--- config.mk ---
export PLATFORM = sky130hd
export DESIGN_NAME = bomb_slot_arbiter
export DESIGN_NICKNAME = d
export VERILOG_FILES = /design/src/rtl/bomb_slot_arbiter.sv
export SDC_FILE = /design/constraint.sdc
export NUM_CORES = 1
export LEC_CHECK = 0
export BUFFER_PORTS_ARGS = -buffer_cell sky130_fd_sc_hd__buf_2
export CORE_ASPECT_RATIO = 0.5
export CORE_MARGIN = 4
export CORE_UTILIZATION = 58
export DETAILED_ROUTE_END_ITERATION = 12
export GPL_TIMING_DRIVEN = 0
export PLACE_DENSITY = 0.81
export RECOVER_POWER = 50
export SYNTH_ARGS = -nofsm -noshare
export SYNTH_HDL_FRONTEND = slang
export SYNTH_SLANG_ARGS = --single-unit
--- constraint.sdc ---
create_clock -name clk -period 6 [get_ports clk]
set_clock_uncertainty 0.15 [all_clocks]
set_input_delay 0.9 -clock clk [delete_from_list [all_inputs] [get_ports clk]]
set_output_delay 0.9 -clock clk [all_outputs]
set_load 0.03 [all_outputs]
--- src/rtl/bomb_slot_arbiter.sv ---
// Shared bomb-slot pool for two players: request filtering, round-robin arbitration,
// per-slot fuse/blast timers. Define CHAIN_REACTION_EN to let blasts detonate nearby fuses.
module bomb_slot_arbiter #(
    parameter int NUM_SLOTS      = 4,
    parameter int MAX_PER_PLAYER = 2,
    parameter int FUSE_SEC       = 3,
    parameter int BLAST_SEC      = 1,
    parameter int BLAST_RADIUS   = 2
) (
    input  logic                   clk,
    input  logic                   resetN,
    input  logic                   game_on,
    input  logic                   one_sec_pulse,
    input  logic                   p1_drop_req,
    input  logic [4:0]             p1_col,
    input  logic [3:0]             p1_row,
    input  logic                   p2_drop_req,
    input  logic [4:0]             p2_col,
    input  logic [3:0]             p2_row,
    output logic                   p1_grant,
    output logic                   p2_grant,
    output logic                   p1_deny,
    output logic                   p2_deny,
    output logic [NUM_SLOTS-1:0]   slot_fuse,
    output logic [NUM_SLOTS-1:0]   slot_blast,
    output logic [NUM_SLOTS-1:0]   slot_owner,
    output logic [NUM_SLOTS*5-1:0] slot_col,
    output logic [NUM_SLOTS*4-1:0] slot_row,
    output logic                   explode_pulse
);

    typedef enum logic [1:0] {ST_FREE, ST_FUSE, ST_BLAST} slot_state_e;

    localparam logic [3:0] MAX_CNT  = 4'(MAX_PER_PLAYER);
    localparam logic [2:0] FUSE_LD  = 3'(FUSE_SEC);
    localparam logic [2:0] BLAST_LD = 3'(BLAST_SEC);
    localparam logic [4:0] RADIUS   = 5'(BLAST_RADIUS);
`ifdef CHAIN_REACTION_EN
    localparam logic CHAIN_ON = 1'b1;
`else
    localparam logic CHAIN_ON = 1'b0;
`endif

    slot_state_e          state_q [NUM_SLOTS];
    slot_state_e          state_d [NUM_SLOTS];
    logic [2:0]           cnt_q   [NUM_SLOTS];
    logic [2:0]           cnt_d   [NUM_SLOTS];
    logic [4:0]           col_q   [NUM_SLOTS];
    logic [4:0]           col_d   [NUM_SLOTS];
    logic [3:0]           row_q   [NUM_SLOTS];
    logic [3:0]           row_d   [NUM_SLOTS];
    logic [NUM_SLOTS-1:0] owner_q, owner_d;

    logic p1_flag_q, p1_flag_d, p2_flag_q, p2_flag_d;
    logic ptr_q, ptr_d;
    logic p1_grant_q, p1_grant_d, p2_grant_q, p2_grant_d;
    logic p1_deny_q, p1_deny_d, p2_deny_q, p2_deny_d;
    logic explode_q, explode_d;

    logic [3:0]           p1_cnt, p2_cnt;
    logic                 p1_hit, p2_hit;
    logic                 found1, found2;
    logic [NUM_SLOTS-1:0] first_oh, second_oh;
    logic [NUM_SLOTS-1:0] chain_hit;
    logic                 p1_valid, p2_valid, p1_ok, p2_ok, same_cell;
    logic                 g1, g2, d1, d2;
    logic [NUM_SLOTS-1:0] p1_mask, p2_mask;

    function automatic logic near(input logic [4:0] a, input logic [4:0] b);
        return ((a >= b) ? (a - b) : (b - a)) <= RADIUS;
    endfunction

    // Occupancy: per-player counts, cell collisions and the two lowest free slots.
    always_comb begin
        // NOTE: every variable gets a default before any branch so no latch is inferred.
        p1_cnt    = '0;
        p2_cnt    = '0;
        p1_hit    = 1'b0;
        p2_hit    = 1'b0;
        found1    = 1'b0;
        found2    = 1'b0;
        first_oh  = '0;
        second_oh = '0;
        for (int i = 0; i < NUM_SLOTS; i++) begin
            if (state_q[i] != ST_FREE) begin
                if (owner_q[i]) p2_cnt = p2_cnt + 4'd1;
                else            p1_cnt = p1_cnt + 4'd1;
                if (col_q[i] == p1_col && row_q[i] == p1_row) p1_hit = 1'b1;
                if (col_q[i] == p2_col && row_q[i] == p2_row) p2_hit = 1'b1;
            end else if (!found1) begin
                first_oh[i] = 1'b1;
                found1      = 1'b1;
            end else if (!found2) begin
                second_oh[i] = 1'b1;
                found2       = 1'b1;
            end
        end
    end

    always_comb begin
        chain_hit = '0;
        for (int i = 0; i < NUM_SLOTS; i++) begin
            for (int j = 0; j < NUM_SLOTS; j++) begin
                if (CHAIN_ON && state_q[i] == ST_FUSE && state_q[j] == ST_BLAST &&
                    ((row_q[i] == row_q[j] && near(col_q[i], col_q[j])) ||
                     (col_q[i] == col_q[j] && near({1'b0, row_q[i]}, {1'b0, row_q[j]}))))
                    chain_hit[i] = 1'b1;
            end
        end
    end

    // Arbitration; the pointer only moves when one player has to lose.
    always_comb begin
        p1_valid  = game_on && p1_drop_req && !p1_flag_q;
        p2_valid  = game_on && p2_drop_req && !p2_flag_q;
        p1_ok     = p1_valid && (p1_cnt < MAX_CNT) && !p1_hit;
        p2_ok     = p2_valid && (p2_cnt < MAX_CNT) && !p2_hit;
        same_cell = (p1_col == p2_col) && (p1_row == p2_row);
        g1        = 1'b0;
        g2        = 1'b0;
        d1        = 1'b0;
        d2        = 1'b0;
        ptr_d     = ptr_q;
        if (p1_ok && p2_ok) begin
            if (!found1) begin
                d1 = 1'b1;
                d2 = 1'b1;
            end else if (same_cell || !found2) begin
                if (!ptr_q) begin
                    g1 = 1'b1;
                    d2 = 1'b1;
                end else begin
                    g2 = 1'b1;
                    d1 = 1'b1;
                end
                ptr_d = !ptr_q;
            end else begin
                g1 = 1'b1;
                g2 = 1'b1;
            end
        end else begin
            if (p1_ok) begin
                g1 = found1;
                d1 = !found1;
            end
            if (p2_ok) begin
                g2 = found1;
                d2 = !found1;
            end
        end
        if (p1_valid && !p1_ok) d1 = 1'b1;
        if (p2_valid && !p2_ok) d2 = 1'b1;
        if (!game_on) ptr_d = 1'b0;

        p1_mask = g1 ? ((g2 && ptr_q)  ? second_oh : first_oh) : '0;
        p2_mask = g2 ? ((g1 && !ptr_q) ? second_oh : first_oh) : '0;

        p1_flag_d  = p1_drop_req;
        p2_flag_d  = p2_drop_req;
        p1_grant_d = g1;
        p2_grant_d = g2;
        p1_deny_d  = d1;
        p2_deny_d  = d2;
    end

    // Per-slot FSM and timers.
    always_comb begin
        explode_d = 1'b0;
        owner_d   = owner_q;
        for (int i = 0; i < NUM_SLOTS; i++) begin
            state_d[i] = state_q[i];
            cnt_d[i]   = cnt_q[i];
            col_d[i]   = col_q[i];
            row_d[i]   = row_q[i];
            if (!game_on) begin
                state_d[i] = ST_FREE;
                cnt_d[i]   = '0;
            end else begin
                case (state_q[i])
                    ST_FREE: begin
                        if (p1_mask[i] || p2_mask[i]) begin
                            state_d[i] = ST_FUSE;
                            cnt_d[i]   = FUSE_LD;
                            owner_d[i] = p2_mask[i];
                            col_d[i]   = p2_mask[i] ? p2_col : p1_col;
                            row_d[i]   = p2_mask[i] ? p2_row : p1_row;
                        end
                    end
                    ST_FUSE: begin
                        if (chain_hit[i] || (one_sec_pulse && cnt_q[i] == 3'd1)) begin
                            state_d[i] = ST_BLAST;
                            cnt_d[i]   = BLAST_LD;
                            explode_d  = 1'b1;
                        end else if (one_sec_pulse) begin
                            cnt_d[i] = cnt_q[i] - 3'd1;
                        end
                    end
                    ST_BLAST: begin
                        if (one_sec_pulse && cnt_q[i] == 3'd1) begin
                            state_d[i] = ST_FREE;
                            cnt_d[i]   = '0;
                        end else if (one_sec_pulse) begin
                            cnt_d[i] = cnt_q[i] - 3'd1;
                        end
                    end
                    default: begin
                        state_d[i] = ST_FREE;
                        cnt_d[i]   = '0;
                    end
                endcase
            end
        end
    end

    // NOTE: the slot table is reset too, since its state and position drive outputs directly.
    always_ff @(posedge clk or negedge resetN) begin
        if (!resetN) begin
            for (int i = 0; i < NUM_SLOTS; i++) begin
                state_q[i] <= ST_FREE;
                cnt_q[i]   <= '0;
                col_q[i]   <= '0;
                row_q[i]   <= '0;
            end
            owner_q    <= '0;
            p1_flag_q  <= 1'b0;
            p2_flag_q  <= 1'b0;
            ptr_q      <= 1'b0;
            p1_grant_q <= 1'b0;
            p2_grant_q <= 1'b0;
            p1_deny_q  <= 1'b0;
            p2_deny_q  <= 1'b0;
            explode_q  <= 1'b0;
        end else begin
            // NOTE: sequential state uses non-blocking assignments so all flops update together.
            for (int i = 0; i < NUM_SLOTS; i++) begin
                state_q[i] <= state_d[i];
                cnt_q[i]   <= cnt_d[i];
                col_q[i]   <= col_d[i];
                row_q[i]   <= row_d[i];
            end
            owner_q    <= owner_d;
            p1_flag_q  <= p1_flag_d;
            p2_flag_q  <= p2_flag_d;
            ptr_q      <= ptr_d;
            p1_grant_q <= p1_grant_d;
            p2_grant_q <= p2_grant_d;
            p1_deny_q  <= p1_deny_d;
            p2_deny_q  <= p2_deny_d;
            explode_q  <= explode_d;
        end
    end

    always_comb begin
        p1_grant      = p1_grant_q;
        p2_grant      = p2_grant_q;
        p1_deny       = p1_deny_q;
        p2_deny       = p2_deny_q;
        explode_pulse = explode_q;
        slot_owner    = owner_q;
        slot_fuse     = '0;
        slot_blast    = '0;
        slot_col      = '0;
        slot_row      = '0;
        for (int i = 0; i < NUM_SLOTS; i++) begin
            slot_fuse[i]       = (state_q[i] == ST_FUSE);
            slot_blast[i]      = (state_q[i] == ST_BLAST);
            slot_col[i*5 +: 5] = col_q[i];
            slot_row[i*4 +: 4] = row_q[i];
        end
    end

endmodule
* Yosys cells after proc, flatten, opt, wreduce, memory -nomap -nowiden
Cells that the tools add are included.
** Cells by class
- Add/subtract/negate cells :: 10
- Magnitude comparators :: 2
- Equal/unequal tests :: 45
- Muxes and demuxes :: 145
- Reduce and logical (&&, ||, !) cells :: 57
** Operators by type and width (count)
- $mux W4 :: 22
- $mux W1 :: 75
- $mux W3 :: 20
- $eq A5 B5 Y1 :: 9
- $eq A4 B4 Y1 :: 9
- $pmux W3 S3 :: 4
- $mux W2 :: 16
- $reduce_and A3 Y1 :: 9
- $logic_and A1 B1 Y1 :: 26
- $add A4 B1 Y4 const B :: 6
- $ne A3 B2 Y1 const B :: 8
- $pmux W2 S3 :: 4
- $mux W5 :: 4
- $eq A3 B1 Y1 const B :: 4
- $ne A3 B3 Y1 const B :: 4
- $sub A3 B1 Y3 const B :: 4
- $logic_not A1 Y1 :: 9
- $eq A2 B1 Y1 const B :: 4
- $eq A2 B2 Y1 const B :: 4
- $logic_not A2 Y1 :: 4
- $lt A4 B2 Y1 const B :: 2
- $reduce_bool A2 Y1 :: 4
- $ne A2 B1 Y1 const B :: 3
- $logic_or A1 B1 Y1 :: 5
** Storage, ports and cells
- Flip-flop bits (word level) :: 68
- Input port bits :: 24
- Word-level logic and storage cells :: 287

* Depth between registers and ports, before layout
Gate-level depths: netlist of run 1.
- Depth in word-level cells :: 23
- Mapped depth :: 20
- Mapped depth without buffers :: 17

* Worst setup path after synthesis of run 1
OpenSTA, ideal clock, no wires.
- Path kind :: register to register
- Start point :: register owner_q[0], in the netlist slot_owner[0]
- End point :: register col_q, in the netlist slot_col[5]
- Arrival time :: 4.239 ns
- Required time :: 5.725 ns
- Setup slack :: 1.487 ns
- Cell stages (with the launch flop) :: 19
- Path through :: dfrtp_1 o21ai_0 inv_1 ha_1 o21ai_0 o21ai_0 ha_1 nand2_1 nand2_1 ha_1 nor2_1 a31oi_1 or4_1 buf_2 or2_0 buf_2 a2111oi_4 mux2_2 mux2_2
** Between the ends
- Word-level cells in the longest chain between the ends :: 21
- Elaborated cells on any way between the ends :: 42
** Ends and longest elaborated chain
- start, declared :: RTL line 52 : logic [NUM_SLOTS-1:0] owner_q, owner_d;
- start signal, assigned :: RTL line 241 : owner_q <= owner_d;
- $mux W1 :: RTL line 86 : if (owner_q[i]) p2_cnt = p2_cnt + 4'd1;
- $mux W4 :: RTL line 85 : if (state_q[i] != ST_FREE) begin
- $add A4 B1 Y4 (on tied branches) :: RTL line 86, 87
- $mux W4 :: RTL line 86
- $mux W4 :: RTL line 85
- $add A4 B1 Y4 (on tied branches) :: RTL line 86, 87
- $mux W4 :: RTL line 86
- $mux W4 :: RTL line 85
- [3 not listed]
- $lt A4 B2 Y1 (on tied branches) :: RTL line 117, 116
- $logic_and A1 B1 Y1 (on tied branches) (2 in a row) :: RTL line 117, 116
- $mux W1 (tied with other cells) :: RTL line 146 : if (p2_ok) begin
- $mux W1 :: RTL line 124 : if (p1_ok && p2_ok) begin
- $logic_and A1 B1 Y1 (on tied branches) :: RTL line 155, 156
- $mux W4 (on tied branches) (2 in a row) :: RTL line 155, 156
- $logic_or A1 B1 Y1 :: RTL line 181 : if (p1_mask[i] || p2_mask[i]) begin
- $reduce_and A3 Y1 (no line)
- end signal, assigned by index :: RTL line 238 : col_q[i] <= col_d[i];
- end, declared :: RTL line 48 : logic [4:0] col_q [NUM_SLOTS];
Several ways; a longest one is shown, not always the timed one.
A chain may end at the register's enable or synchronous reset.

* Worst setup path in the final report of run 1
- Start point :: register state_q[7] (netlist name)
- End point :: register col_q, in the netlist slot_col[8]
** Between the ends
- Word-level cells in the longest chain between the ends :: 21
- Elaborated cells on any way between the ends :: 74
** Ends and longest elaborated chain
- start, declared :: RTL line 44 : slot_state_e state_q [NUM_SLOTS];
- start signal, assigned by index :: RTL line 236 : state_q[i] <= state_d[i];
- $reduce_bool A2 Y1 * :: RTL line 85
- $mux W4 :: RTL line 85
- $add A4 B1 Y4 (on tied branches) :: RTL line 86, 87
- $mux W4 :: RTL line 86
- $mux W4 :: RTL line 85
- $add A4 B1 Y4 (on tied branches) :: RTL line 86, 87
- $mux W4 :: RTL line 86
- $mux W4 :: RTL line 85
- [3 not listed]
- $lt A4 B2 Y1 (on tied branches) :: RTL line 117, 116
- $logic_and A1 B1 Y1 (on tied branches) (2 in a row) :: RTL line 117, 116
- $mux W1 (tied with other cells) :: RTL line 146
- $mux W1 :: RTL line 124
- $logic_and A1 B1 Y1 (on tied branches) :: RTL line 155, 156
- $mux W4 (on tied branches) (2 in a row) :: RTL line 155, 156
- $logic_or A1 B1 Y1 :: RTL line 181
- $reduce_and A3 Y1 (no line)
Mark *: on every way between the ends. The rest lies on a longest branch, timed or not.

==> key figures, run 1 <==
Status
  – Outcome: complete, but fails checks
  – Violated checks: max-capacitance violations, max-slew violations

Timing
  – Relative slew slack: -1.53
  – Max Slew Vio Count: 69
  – RSZ-0062 raised after global routing: no
  – Final-report hold violation count: 0
  – Post-route setup TNS: 0 ns
  – Part of the cycle the worst path needs: 0.936
  – Endpoints failing setup: 0
  – Slew @ Worst Pin: roughly 3.8 ns
  – Final worst path period need: ~5.6 ns
  – Max Clk Rate: about 180 MHz

Yosys
  – Synth Warn #: 0
  – Seq/Total Area, Yosys: 0.327
  – Cell Area, Synth: between 0.005 and 0.006 mm²
  – Top cells by area, synth: dfrtp_1 (33%), xor2_1 (7.4%), xnor2_1 (7.2%), ha_1 (4.3%), o21ai_0 (4.3%)
  – Most used DFF post-synth: dfrtp_1
  – Area leader, netlist: dfrtp_1
  – FFs w/ async S/R, synth: 1.00
  – Net count after synthesis: between 600 and 700
  – Post-synth EDFFs: 0
  – Post-synth cell types: 62
  – Mapped Cells: slightly below 600
  – Syn_area_per_cell: around 9.0 µm²
  – Yosys top cell area share: 0.327
  – #FFs+latches synth: 68

Worst setup path
  – Setup Crit Path Kind: flip-flop to flip-flop
  – Max stage delay cell, worst path: nor3b_1
  – CP bufs+invs: 2
  – Critical path's top delay family: simple AND/OR/NAND/NOR gates
  – Arrival time worst endpoint: 5.69 ns
  – Required time worst endpoint: ~6.1 ns
  – Max FO, Critical Path: 10
  – Cells along the critical path: or2_1 > inv_2 > nor2_1 > ha_1 > o21ai_0 > nand2_1 > ha_1 > mux2_2 > ha_1 > mux2i_1 > nand4_1 > nor4_1 > a32oi_1 > nor3b_1 > clkbuf_1 > mux2_2
  – Max stage delay on crit path: between 0.6 and 0.7 ns
  – CP dominant cell by count: ha_1
  – CP startpoint kind: flip-flop
  – Crit path capture type: flip-flop

Layout
  – Post-Route Utilization: 0.679
  – Filler instances: 737
  – Area grow syn2layout: 13.8%
  – Multi-input logic area: 0.00320 mm²
  – Antenna cells: 0
  – Share of cells above drive strength 1: 0.161
  – NumNets Final: around 700
  – Seq. cell area: roughly 0.0017 mm²

CTS
  – Cts bufs inserted: 9
  – Clock-pin slew on the worst setup and hold paths: 0.05 ns
  – Clock latency on the worst-skew pair: 0.35 ns
  – Hold_buf cts: 0
  – Worst-case clock buffer depth: 2
  – Htree depth: 3
  – Clk root buf: clkbuf_16
  – Post-CTS Repair Setup Buffers: 0
  – CTS tree: done
  – Clock Sinks: 68
  – Number of gates resized after CTS: 0

Drt
  – Pre-antenna DRT Iters: 5
  – DRC viols: 0
  – Via-to-Cell Ratio: roughly 6.4
  – First-iteration detailed-routing DRC count: slightly below 700
  – Vias: around 5000
  – Total wire length: 15500 µm
  – Antenna Nets Post-Route: 0
  – Avg WL per Cell: between 20 and 25 µm

Placement
  – Hpwl dp: approximately 11000 µm
  – I/O Buffers: 58
  – Placer Congestion: around 0.98

Global routing
  – Total congestion overflow: 0
  – Pin count of the biggest net entering global routing: 69
  – Initial antenna violation count: 0
  – Vias in the first global route: approximately 4600
  – First-pass GRT wire length: between 20000 and 25000 µm
  – GRT Total Usage: 0.294

Power and ir drop
  – Power Dens Cells: 297 mW/mm²
  – VDD IR max: 0.239 mV
  – Leakage power: approximately 2.6 nW

Floorplan
  – Die X: ~140 µm
  – Core Footprint: between 0.008 and 0.009 mm²
  – Die area: 0.0106 mm²
  – Rows: 24
  – Die Ht: 75.0 µm
  – Starting Density: 0.597
  – IO Count: just under 80

Min path
  – Worst Hold Class: flip-flop to flip-flop

Flow run
  – # Max-Cap Violations: 1
==> power breakdown <==
group | leakage, nW | internal [mW] | total (mW) | switching [mW]
logic | 1.58 | 0.204 | 0.559 | 0.355
clock network | 0.154 | 0.362 | 0.559 | 0.197
registers | 0.901 | 0.536 | 0.642 | 0.106
total | 2.63 | 1.10 | 1.76 | 0.658
==> cell families (layout without fill, tap and decap cells) <==
kind of cell / count (synthesis) / in the layout / share of synthesized area
muxes: 30 / 30 / 0.0623
and+or+nand+nor: 168 / 168 / 0.170
buffers and inverters: 65 / 137 / 0.0565
adders and majority gates: 18 / 18 / 0.0433
AOI/OAI and AO/OA: 145 / 145 / 0.194
xor gates and xnor gates: 87 / 87 / 0.147
DFF: 68 / 68 / 0.327
==> through the flow <==
| stage | hold WS, ns | area (µm²) | power [mW] | worst slack [ns] | std cells |
|---|---|---|---|---|---|
| after floorplan | 0.311 | 5200 | 1.04 | 1.49 | 581 |
| after global placement | 0.330 | 5640 | 1.19 | 0.576 | 756 |
| after detailed placement | 0.345 | 5640 | 1.21 | 0.572 | 756 |
| after CTS | 0.357 | 5950 | 1.77 | 0.547 | 770 |
| after global routing | 0.398 | 5920 | 1.84 | 0.282 | 770 |
| final | 0.355 | 5920 | 1.76 | 0.383 | 770 |
==> cell usage after synthesis (3+ instances only) <==
cell / instances
clkbuf_1: 21
a21oi_1: 24
nand3_1: 15
a2111oi_4: 3
or3_1: 7
o21ai_0: 45
and4_1: 3
inv_2: 3
nor2b_1: 9
nor3b_1: 3
mux2_2: 16
nand3b_1: 4
or4_1: 3
nor4_1: 15
a21o_1: 4
ha_1: 18
mux2_1: 3
or2_1: 3
a32oi_1: 8
dfrtp_1: 68
xor2_1: 44
a2bb2oi_1: 7
inv_1: 14
nand4_1: 15
nand2_1: 46
and2_1: 3
nor3_1: 6
xnor2_1: 43
buf_6: 3
and3_1: 4
mux2i_1: 11
a22oi_1: 3
or2_2: 3
a31oi_1: 15
buf_2: 21
nor2_1: 24
o211ai_1: 6
o21a_1: 5
==> sequential cells by signal, summed over array words and instances, names as in the netlist, 4 cells and up <==
signal      flops
cnt_q          12
slot_col       20
slot_owner      4
slot_row       16
state_q         8
==> layer usage <==
metal  global-route usage  wire length [µm]
met5                    0                 0
met4                0.103               331
met3               0.0755              1660
met2                0.449              6850
met1                0.412              6680
==> layout make-up <==
cell class / instances / area share
Tap cell: 117 / 0.0247
Inverter: 18 / 0.0116
Clock buffer: 13 / 0.0474
Sequential cell: 68 / 0.288
Clock inverter: 1 / 0.00508
Buffer: 47 / 0.0381
Multi-Input combinational cell: 448 / 0.542
Timing Repair Buffer: 58 / 0.0440
==> tightest hold or removal path: stages (launching register included) <==
cell and delay (ns):
dfrtp_1 0.35, a21oi_1 0.06, nand2_1 0.06
==> final timing paths <==
check                              end        from  cells past startpoint  slack [ns]
min in group asynchronous   state_q[1]      resetN                      1        1.73
max in group asynchronous  slot_col[8]      resetN                      1        1.87
max reg2reg                slot_col[8]  state_q[7]                     16        0.38
max                        slot_col[8]  state_q[7]                     16        0.38
min                          cnt_q[10]   cnt_q[10]                      2        0.36
min reg2reg                  cnt_q[10]   cnt_q[10]                      2        0.36
==> layout by cell type, fill, tap and decap left out, drive strengths merged, types with 8 or more instances in the layout <==
cell / synthesis / final
a31oi: 15 / 15
a32oi: 8 / 8
xnor2: 43 / 43
nand4: 15 / 15
xor2: 44 / 44
clkbuf: 21 / 58
inv: 17 / 17
buf: 26 / 60
nand2: 46 / 46
ha: 18 / 18
nor2: 24 / 24
nor2b: 9 / 9
mux2: 19 / 19
a21oi: 25 / 25
nor4: 16 / 16
nand3: 15 / 15
dfrtp: 68 / 68
o21ai: 45 / 45
mux2i: 11 / 11
No activity file was read; power rests on OpenSTA's default activity.
==> run 2, diff against run 1 <==
--- a/config.mk
+++ b/config.mk
@@ -8,10 +8,8 @@
 export BUFFER_PORTS_ARGS = -buffer_cell sky130_fd_sc_hd__buf_2
 export CORE_ASPECT_RATIO = 0.5
 export CORE_MARGIN = 4
-export CORE_UTILIZATION = 58
+export CORE_UTILIZATION = 35
 export DETAILED_ROUTE_END_ITERATION = 12
-export GPL_TIMING_DRIVEN = 0
-export PLACE_DENSITY = 0.81
 export RECOVER_POWER = 50
 export SYNTH_ARGS = -nofsm -noshare
 export SYNTH_HDL_FRONTEND = slang
==> run 2 against run 1 <==
Against the previous run:
- the flow still finishes with violations (max-capacitance violations, max-slew violations)
- critical path depth is the same
- via count shrank 6.5%
- sequential share of layout area is essentially flat
- critical endpoint is now slot_col[5]
- maximum frequency grew 9.6%
- count of clock-buffer cells in the layout grew 1
- sequential cell count is the same
- setup slack gained 0.49 ns
- global-route usage shrank 10 points
- final area is essentially flat
- register-to-register slack gained 0.49 ns
- combinational power shrank 1%
==> key figures, run 2 (synthesized netlist as in run 1, its figures left out) <==
Status
  – Outcome: complete, but fails checks
  – Violated checks: max-capacitance violations, max-slew violations

Layout
  – Multi-input logic area: 0.00321 mm² (+0.16%)
  – Share of cells above drive strength 1: 0.167 (+0.00614)
  – Filler instances: 1500 (+100%)
  – Max FFs per register: 20 (unchanged)
  – Commonest non-fill, non-tap cell in the layout: dfrtp_1
  – Design Area, Final: 0.00591 mm² (about the same)
  – Most frequent cells in the layout: dfrtp_1 (68), buf_2 (55), nand2_1 (46)
  – Area grow syn2layout: 13.7% (about the same)
  – Seq. cell area: 0.00170 mm² (unchanged)
  – Antenna cells: 0 (unchanged)
  – NumNets Final: 667 (-3.6%)

Floorplan
  – Die X: 180 µm (+27%)
  – IO Count: 77 (unchanged)
  – Core Footprint: 0.0145 mm² (+67%)
  – Die area: 0.0170 mm² (+60%)
  – Die Ht: 94.2 µm (+26%)
  – Rows: 31 (+29%)
  – Starting Density: 0.358 (-0.239)

Global routing
  – Vias in the first global route: 4568 (-0.44%)
  – Pin count of the biggest net entering global routing: 69 (unchanged)
  – Initial antenna violation count: 0 (unchanged)
  – Total congestion overflow: 0 (unchanged)
  – GRT Total Usage: 0.191 (-0.103)
  – First-pass GRT wire length: 25900 µm (+7.0%)

CTS
  – Post-CTS Repair Setup Buffers: 0 (unchanged)
  – Number of gates resized after CTS: 0 (unchanged)
  – Clock-pin slew on the worst setup and hold paths: 0.05 ns (about the same)
  – Worst-case clock buffer depth: 2 (unchanged)
  – Clock Sinks: 68 (unchanged)
  – CTS tree: done
  – Htree depth: 3 (unchanged)
  – Hold_buf cts: 0 (unchanged)
  – Clock latency on the worst-skew pair: 0.34 ns (about the same)
  – Clk root buf: clkbuf_16
  – Cts bufs inserted: 9 (unchanged)

Worst setup path
  – Max stage delay on crit path: 0.81 ns (+0.15 ns)
  – Cells along the critical path: o21ai_0 > inv_1 > ha_1 > o21ai_0 > o21ai_0 > ha_1 > nand2_1 > nand2_1 > ha_1 > nor2_1 > a31oi_1 > or4_1 > or2_0 > a2111oi_4 > mux2_2 > mux2_2
  – Crit Reg-Reg Endpoint: slot_col[5]
  – Arrival time worst endpoint: 5.20 ns (-0.49 ns)
  – Reg2Reg Depth: 16 (unchanged)
  – Setup Crit Path Kind: flip-flop to flip-flop
  – Required time worst endpoint: 6.07 ns (about the same)
  – Max stage delay cell, worst path: a2111oi_4
  – CP startpoint kind: flip-flop
  – Reg2reg setup slack: 0.87 ns (+0.49 ns)
  – Crit path capture type: flip-flop
  – Max FO, Critical Path: 10 (unchanged)
  – Launch point of the worst reg-to-reg path: state_q[7]

Timing
  – Endpoints failing setup: 0 (unchanged)
  – Slew @ Worst Pin: 3.78 ns (-0.00537 ns)
  – Max Slew Vio Count: 69 (unchanged)
  – Final worst path period need: 5.13 ns (-0.490 ns)
  – Post-route setup TNS: 0 ns (unchanged)
  – Part of the cycle the worst path needs: 0.854 (-0.0817)
  – RSZ-0062 raised after global routing: no
  – Max Clk Rate: 195 MHz (+9.6%)
  – Relative slew slack: -1.52 (+0.00358)
  – Final-report hold violation count: 0 (unchanged)

Drt
  – DRC viols: 0 (unchanged)
  – Avg WL per Cell: 19.2 µm (-4.9%)
  – Pre-antenna DRT Iters: 5 (unchanged)
  – Total wire length: 15900 µm (+2.2%)
  – Uppermost layer routed: met4
  – First-iteration detailed-routing DRC count: 300 (-55%)
  – Antenna Nets Post-Route: 0 (unchanged)
  – Routed wl met2: 6660 µm (-2.8%)
  – Met3 routed WL: 1050 µm (-37%)
  – Via-to-Cell Ratio: 5.61 (-13%)
  – DRT met1 WL: 7890 µm (+18%)
  – Vias: 4639 (-6.5%)

Placement
  – I/O Buffers: 76 (+31%)
  – Hpwl dp: 11400 µm (+5.0%)
  – DP Area: 0.00564 mm² (about the same)
  – Placer Congestion: 0.887 (-9.6%)

Power and ir drop
  – Switching Fraction: 0.375 (+0.00101)
  – Power Dens Cells: 296 mW/mm² (-0.67%)
  – Leakage power: 2.59 nW (-1.6%)
  – Combinational power share: 0.316 (-0.002)
  – Flop pwr share: 0.370 (+0.005)
  – VDD IR max: 0.149 mV (-38%)
  – NetSw: 0.655 mW (-0.48%)
  – Clk pwr share: 0.314 (-0.004)
  – Internal: 1.09 mW (-0.91%)

Flow run
  – # Max-Cap Violations: 1 (unchanged)

Min path
  – Hold path endpoint: cnt_q[10]
  – Hold path startpoint: cnt_q[10]
  – Worst Hold Class: flip-flop to flip-flop
  – WHS Path Cells: 2 (unchanged)
-- run 2: through the flow --
stage / utilization / power (mW) / setup WS, ns / hold slack, ns / instances
floorplan: - / 1.04 / 1.49 / 0.311 / 581
global placement: 0.389 / 1.21 / 1.03 / 0.333 / 812
detailed placement: 0.389 / 1.21 / 0.947 / 0.331 / 812
CTS: 0.410 / 1.77 / 0.944 / 0.343 / 827
global route: 0.408 / 1.84 / 0.466 / 0.383 / 827
finish: 0.408 / 1.75 / 0.873 / 0.336 / 827
-- run 2: layer usage --
metal,up-vias,track usage
met3,27,0.0375
met5,-,0
met1,2243,0.280
li1,2185,-
met2,184,0.283
met4,0,0.0591
-- run 2: worst max-delay path by stage --
stage	startpoint	end	slack, ns	cells past startpoint
floorplan	slot_owner[0]	slot_col[5]	1.49	18
global placement	state_q[7]	slot_row[7]	1.03	16
detailed placement	state_q[7]	slot_col[9]	0.95	16
CTS	state_q[7]	slot_col[9]	0.94	16
global route	state_q[7]	slot_col[5]	0.47	16
finish	state_q[7]	slot_col[5]	0.87	16
-- run 2: area by class of cell --
type	count	share of cell area
inverter	18	0.0116
sequential	68	0.288
tap	198	0.0419
multi-input combinational	448	0.543
clock buffer	14	0.0463
clock inverter	1	0.00508
timing repair buffer	80	0.0643
-- run 2: worst max-delay path, delay by kind of cell (launching register included) --
| kind | cells | cell delay [ns] |
|---|---|---|
| adders and majority gates | 3 | 0.90 |
| muxes | 2 | 0.67 |
| AOI/OAI and AO/OA | 5 | 1.56 |
| and+or+nand+nor | 5 | 1.24 |
| buffers and inverters | 1 | 0.08 |
| DFF | 1 | 0.43 |
-- run 2: power groups by stage --
stage,logic [mW],clock network [mW],registers [mW]
finish,0.552,0.549,0.646
global route,0.605,0.581,0.659
CTS,0.564,0.559,0.645
detailed placement,0.561,0,0.653
global placement,0.557,0,0.651
floorplan,0.272,0,0.767
==> run 3, diff against run 2 <==
--- a/config.mk
+++ b/config.mk
@@ -5,11 +5,12 @@
 export SDC_FILE = /design/constraint.sdc
 export NUM_CORES = 1
 export LEC_CHECK = 0
-export BUFFER_PORTS_ARGS = -buffer_cell sky130_fd_sc_hd__buf_2
+export BUFFER_PORTS_ARGS = -buffer_cell sky130_fd_sc_hd__clkbuf_2
 export CORE_ASPECT_RATIO = 0.5
 export CORE_MARGIN = 4
 export CORE_UTILIZATION = 35
 export DETAILED_ROUTE_END_ITERATION = 12
+export GPL_TIMING_DRIVEN = 0
 export RECOVER_POWER = 50
 export SYNTH_ARGS = -nofsm -noshare
 export SYNTH_HDL_FRONTEND = slang
==> run 3 against run 2 <==
Against the previous run:
- clock power fell by 8.7%
- first-iteration DRC count rose by 0.33%
- highest routed layer unchanged
- final area rose by 1.1%
- die area did not move
- final cell count rose by 3.1%
- utilization rose by 0.47 points
- the run still ends with max-capacitance violations, max-slew violations left
- critical endpoint is now slot_row[7]
- non-clock buffer count rose by 26
- routed wire length rose by 5.0%
- sequential power barely moved
- via count rose by 2.6%
- combinational power barely moved
==> key figures, run 3 (synthesized netlist as in run 1, its figures left out) <==
Timing
  – Part of the cycle the worst path needs: 0.927 (+0.0726)
  – Post-route setup TNS: 0 ns (unchanged)
  – RSZ-0062 raised after global routing: no
  – Endpoints failing setup: 0 (unchanged)
  – Final worst path period need: 5.56 ns (+0.435 ns)
  – Final-report hold violation count: 0 (unchanged)
  – Max Clk Rate: 180 MHz (-7.8%)
  – Slew @ Worst Pin: 2.08 ns (-1.71 ns)
  – Max Slew Vio Count: 71 (+2.9%)
  – Relative slew slack: -0.384 (+1.14)

Drt
  – Antenna Nets Post-Route: 0 (unchanged)
  – Vias: 4760 (+2.6%)
  – Pre-antenna DRT Iters: 5 (unchanged)
  – First-iteration detailed-routing DRC count: 301 (+0.33%)
  – DRC viols: 0 (unchanged)
  – Via-to-Cell Ratio: 5.58 (-0.52%)
  – Total wire length: 16700 µm (+5.0%)
  – Avg WL per Cell: 19.5 µm (+1.8%)

Layout
  – Finished Layout Cells: 853 (+3.1%)
  – Most frequent cells in the layout: dfrtp_1 (68), clkbuf_1 (50), nand2_1 (46)
  – NumNets Final: 693 (+3.9%)
  – Area grow syn2layout: 15.0%
  – Commonest non-fill, non-tap cell in the layout: dfrtp_1
  – Seq. cell area: 0.00170 mm² (unchanged)
  – Antenna cells: 0 (unchanged)
  – Share of cells above drive strength 1: 0.156 (-0.0112)
  – Filler instances: 1531 (+2.1%)
  – Multi-input logic area: 0.00320 mm² (-0.16%)
  – Max FFs per register: 20 (unchanged)

CTS
  – Clock-pin slew on the worst setup and hold paths: 0.05 ns (about the same)
  – Worst-case clock buffer depth: 2 (unchanged)
  – Clk root buf: clkbuf_16
  – Clock latency on the worst-skew pair: 0.35 ns (about the same)
  – Clock Sinks: 68 (unchanged)
  – Number of gates resized after CTS: 0 (unchanged)
  – Hold_buf cts: 0 (unchanged)
  – Post-CTS Repair Setup Buffers: 0 (unchanged)
  – CTS tree: done
  – Cts bufs inserted: 9 (unchanged)
  – Htree depth: 3 (unchanged)

Global routing
  – Initial antenna violation count: 0 (unchanged)
  – First-pass GRT wire length: 26700 µm (+3.1%)
  – GRT Total Usage: 0.197 (+0.00620)
  – Met3 Track Usage GR: 0.0507 (+0.0131)
  – Total congestion overflow: 0 (unchanged)
  – Pin count of the biggest net entering global routing: 37 (-46%)
  – Met2 Use GR: 0.289 (+0.00562)
  – Global routing's busiest layer: met2
  – Grt met1 use: 0.288 (+0.00863)
  – Vias in the first global route: 4705 (+3.0%)

Placement
  – I/O Buffers: 58 (-24%)
  – Placer Congestion: 0.882 (-0.61%)
  – DP Cell Count: 838 (+3.2%)
  – Hpwl dp: 12000 µm (+5.3%)

Worst setup path
  – Max stage delay cell, worst path: clkbuf_1
  – Critical path's top delay family: simple AND/OR/NAND/NOR gates
  – CP dominant cell by count: ha_1
  – Reg2reg setup slack: 0.44 ns (-0.44 ns)
  – Required time worst endpoint: 6.07 ns (about the same)
  – Cells along the critical path: or2_1 > inv_2 > nor2_1 > ha_1 > o21ai_0 > nand2_1 > ha_1 > mux2_2 > ha_1 > mux2i_1 > nand4_1 > o22ai_1 > a32oi_1 > nor3b_1 > clkbuf_1 > mux2_2
  – Max FO, Critical Path: 10 (unchanged)
  – Crit path capture type: flip-flop
  – Setup Crit Path Kind: flip-flop to flip-flop
  – CP bufs+invs: 2 (+1)
  – Max stage delay on crit path: 0.64 ns (-0.17 ns)
  – CP startpoint kind: flip-flop
  – Arrival time worst endpoint: 5.64 ns (+0.44 ns)

Status
  – Outcome: complete, but fails checks
  – Violated checks: max-capacitance violations, max-slew violations

Floorplan
  – Rows: 31 (unchanged)
  – IO Count: 77 (unchanged)
  – Die X: 180 µm (unchanged)
  – Starting Density: 0.358 (unchanged)
  – Core Footprint: 0.0145 mm² (unchanged)
  – Die Ht: 94.2 µm (unchanged)
  – Die area: 0.0170 mm² (unchanged)

Power and ir drop
  – VDD IR max: 0.142 mV (-4.4%)
  – Leakage power: 2.59 nW (+0.17%)
  – Power consumption: 1.70 mW (-2.6%)
  – Power Dens Cells: 285 mW/mm² (-3.7%)

Min path
  – Worst Hold Class: flip-flop to flip-flop

Flow run
  – # Max-Cap Violations: 2 (+1)
-- run 3: where the power goes --
| part | internal [mW] | switching (mW) | leakage (nW) |
|---|---|---|---|
| clock network | 0.299 | 0.202 | 0.135 |
| registers | 0.535 | 0.113 | 0.901 |
| logic | 0.200 | 0.353 | 1.55 |
| total | 1.03 | 0.668 | 2.59 |
-- run 3: per-layer routing --
| layer | vias up | part of all wire |
|---|---|---|
| met5 | - | 0 |
| met4 | 0 | 0.013 |
| met3 | 20 | 0.071 |
| met2 | 168 | 0.42 |
| met1 | 2336 | 0.50 |
| li1 | 2236 | - |
-- run 3: final timing paths --
kind | end | depth (start not counted) | start
worst max register to register | slot_row[7] | 16 | state_q[7]
max in group asynchronous | slot_col[7] | 2 | resetN
min in group asynchronous | state_q[5] | 1 | resetN
worst min register to register | cnt_q[10] | 2 | cnt_q[10]
worst max-delay path | slot_row[7] | 16 | state_q[7]
worst min-delay path | cnt_q[10] | 2 | cnt_q[10]
-- run 3: worst reg2reg max path, cell delays in order, from the launching register on --
cell      delay (ns)
dfrtp_1         0.43
or2_1           0.36
inv_2           0.21
nor2_1          0.09
ha_1            0.27
o21ai_0         0.12
nand2_1         0.14
ha_1            0.31
mux2_2          0.28
ha_1            0.29
mux2i_1         0.27
nand4_1         0.35
o22ai_1         0.41
a32oi_1         0.13
nor3b_1         0.59
clkbuf_1        0.64
mux2_2          0.41
-- run 3: layout make-up --
cell class / count / share of cell area
clock buffer: 13 / 0.0435
inverter: 18 / 0.0115
clock inverter: 2 / 0.00167
tap: 198 / 0.0414
sequential: 68 / 0.285
timing repair buffer: 59 / 0.0437
multi-input combinational: 448 / 0.536
buffer: 47 / 0.0377
-- run 3: stage by stage --
step | worst slack [ns] | utilization | area [µm²] | hold slack [ns]
6_report | 0.438 | 0.412 | 5980 | 0.351
5_1_grt | 0.202 | 0.412 | 5980 | 0.400
4_1_cts | 0.592 | 0.416 | 6030 | 0.354
3_5_place_dp | 0.620 | 0.397 | 5760 | 0.341
3_3_place_gp | 0.585 | 0.396 | 5740 | 0.335
2_1_floorplan | 1.49 | - | 5200 | 0.311
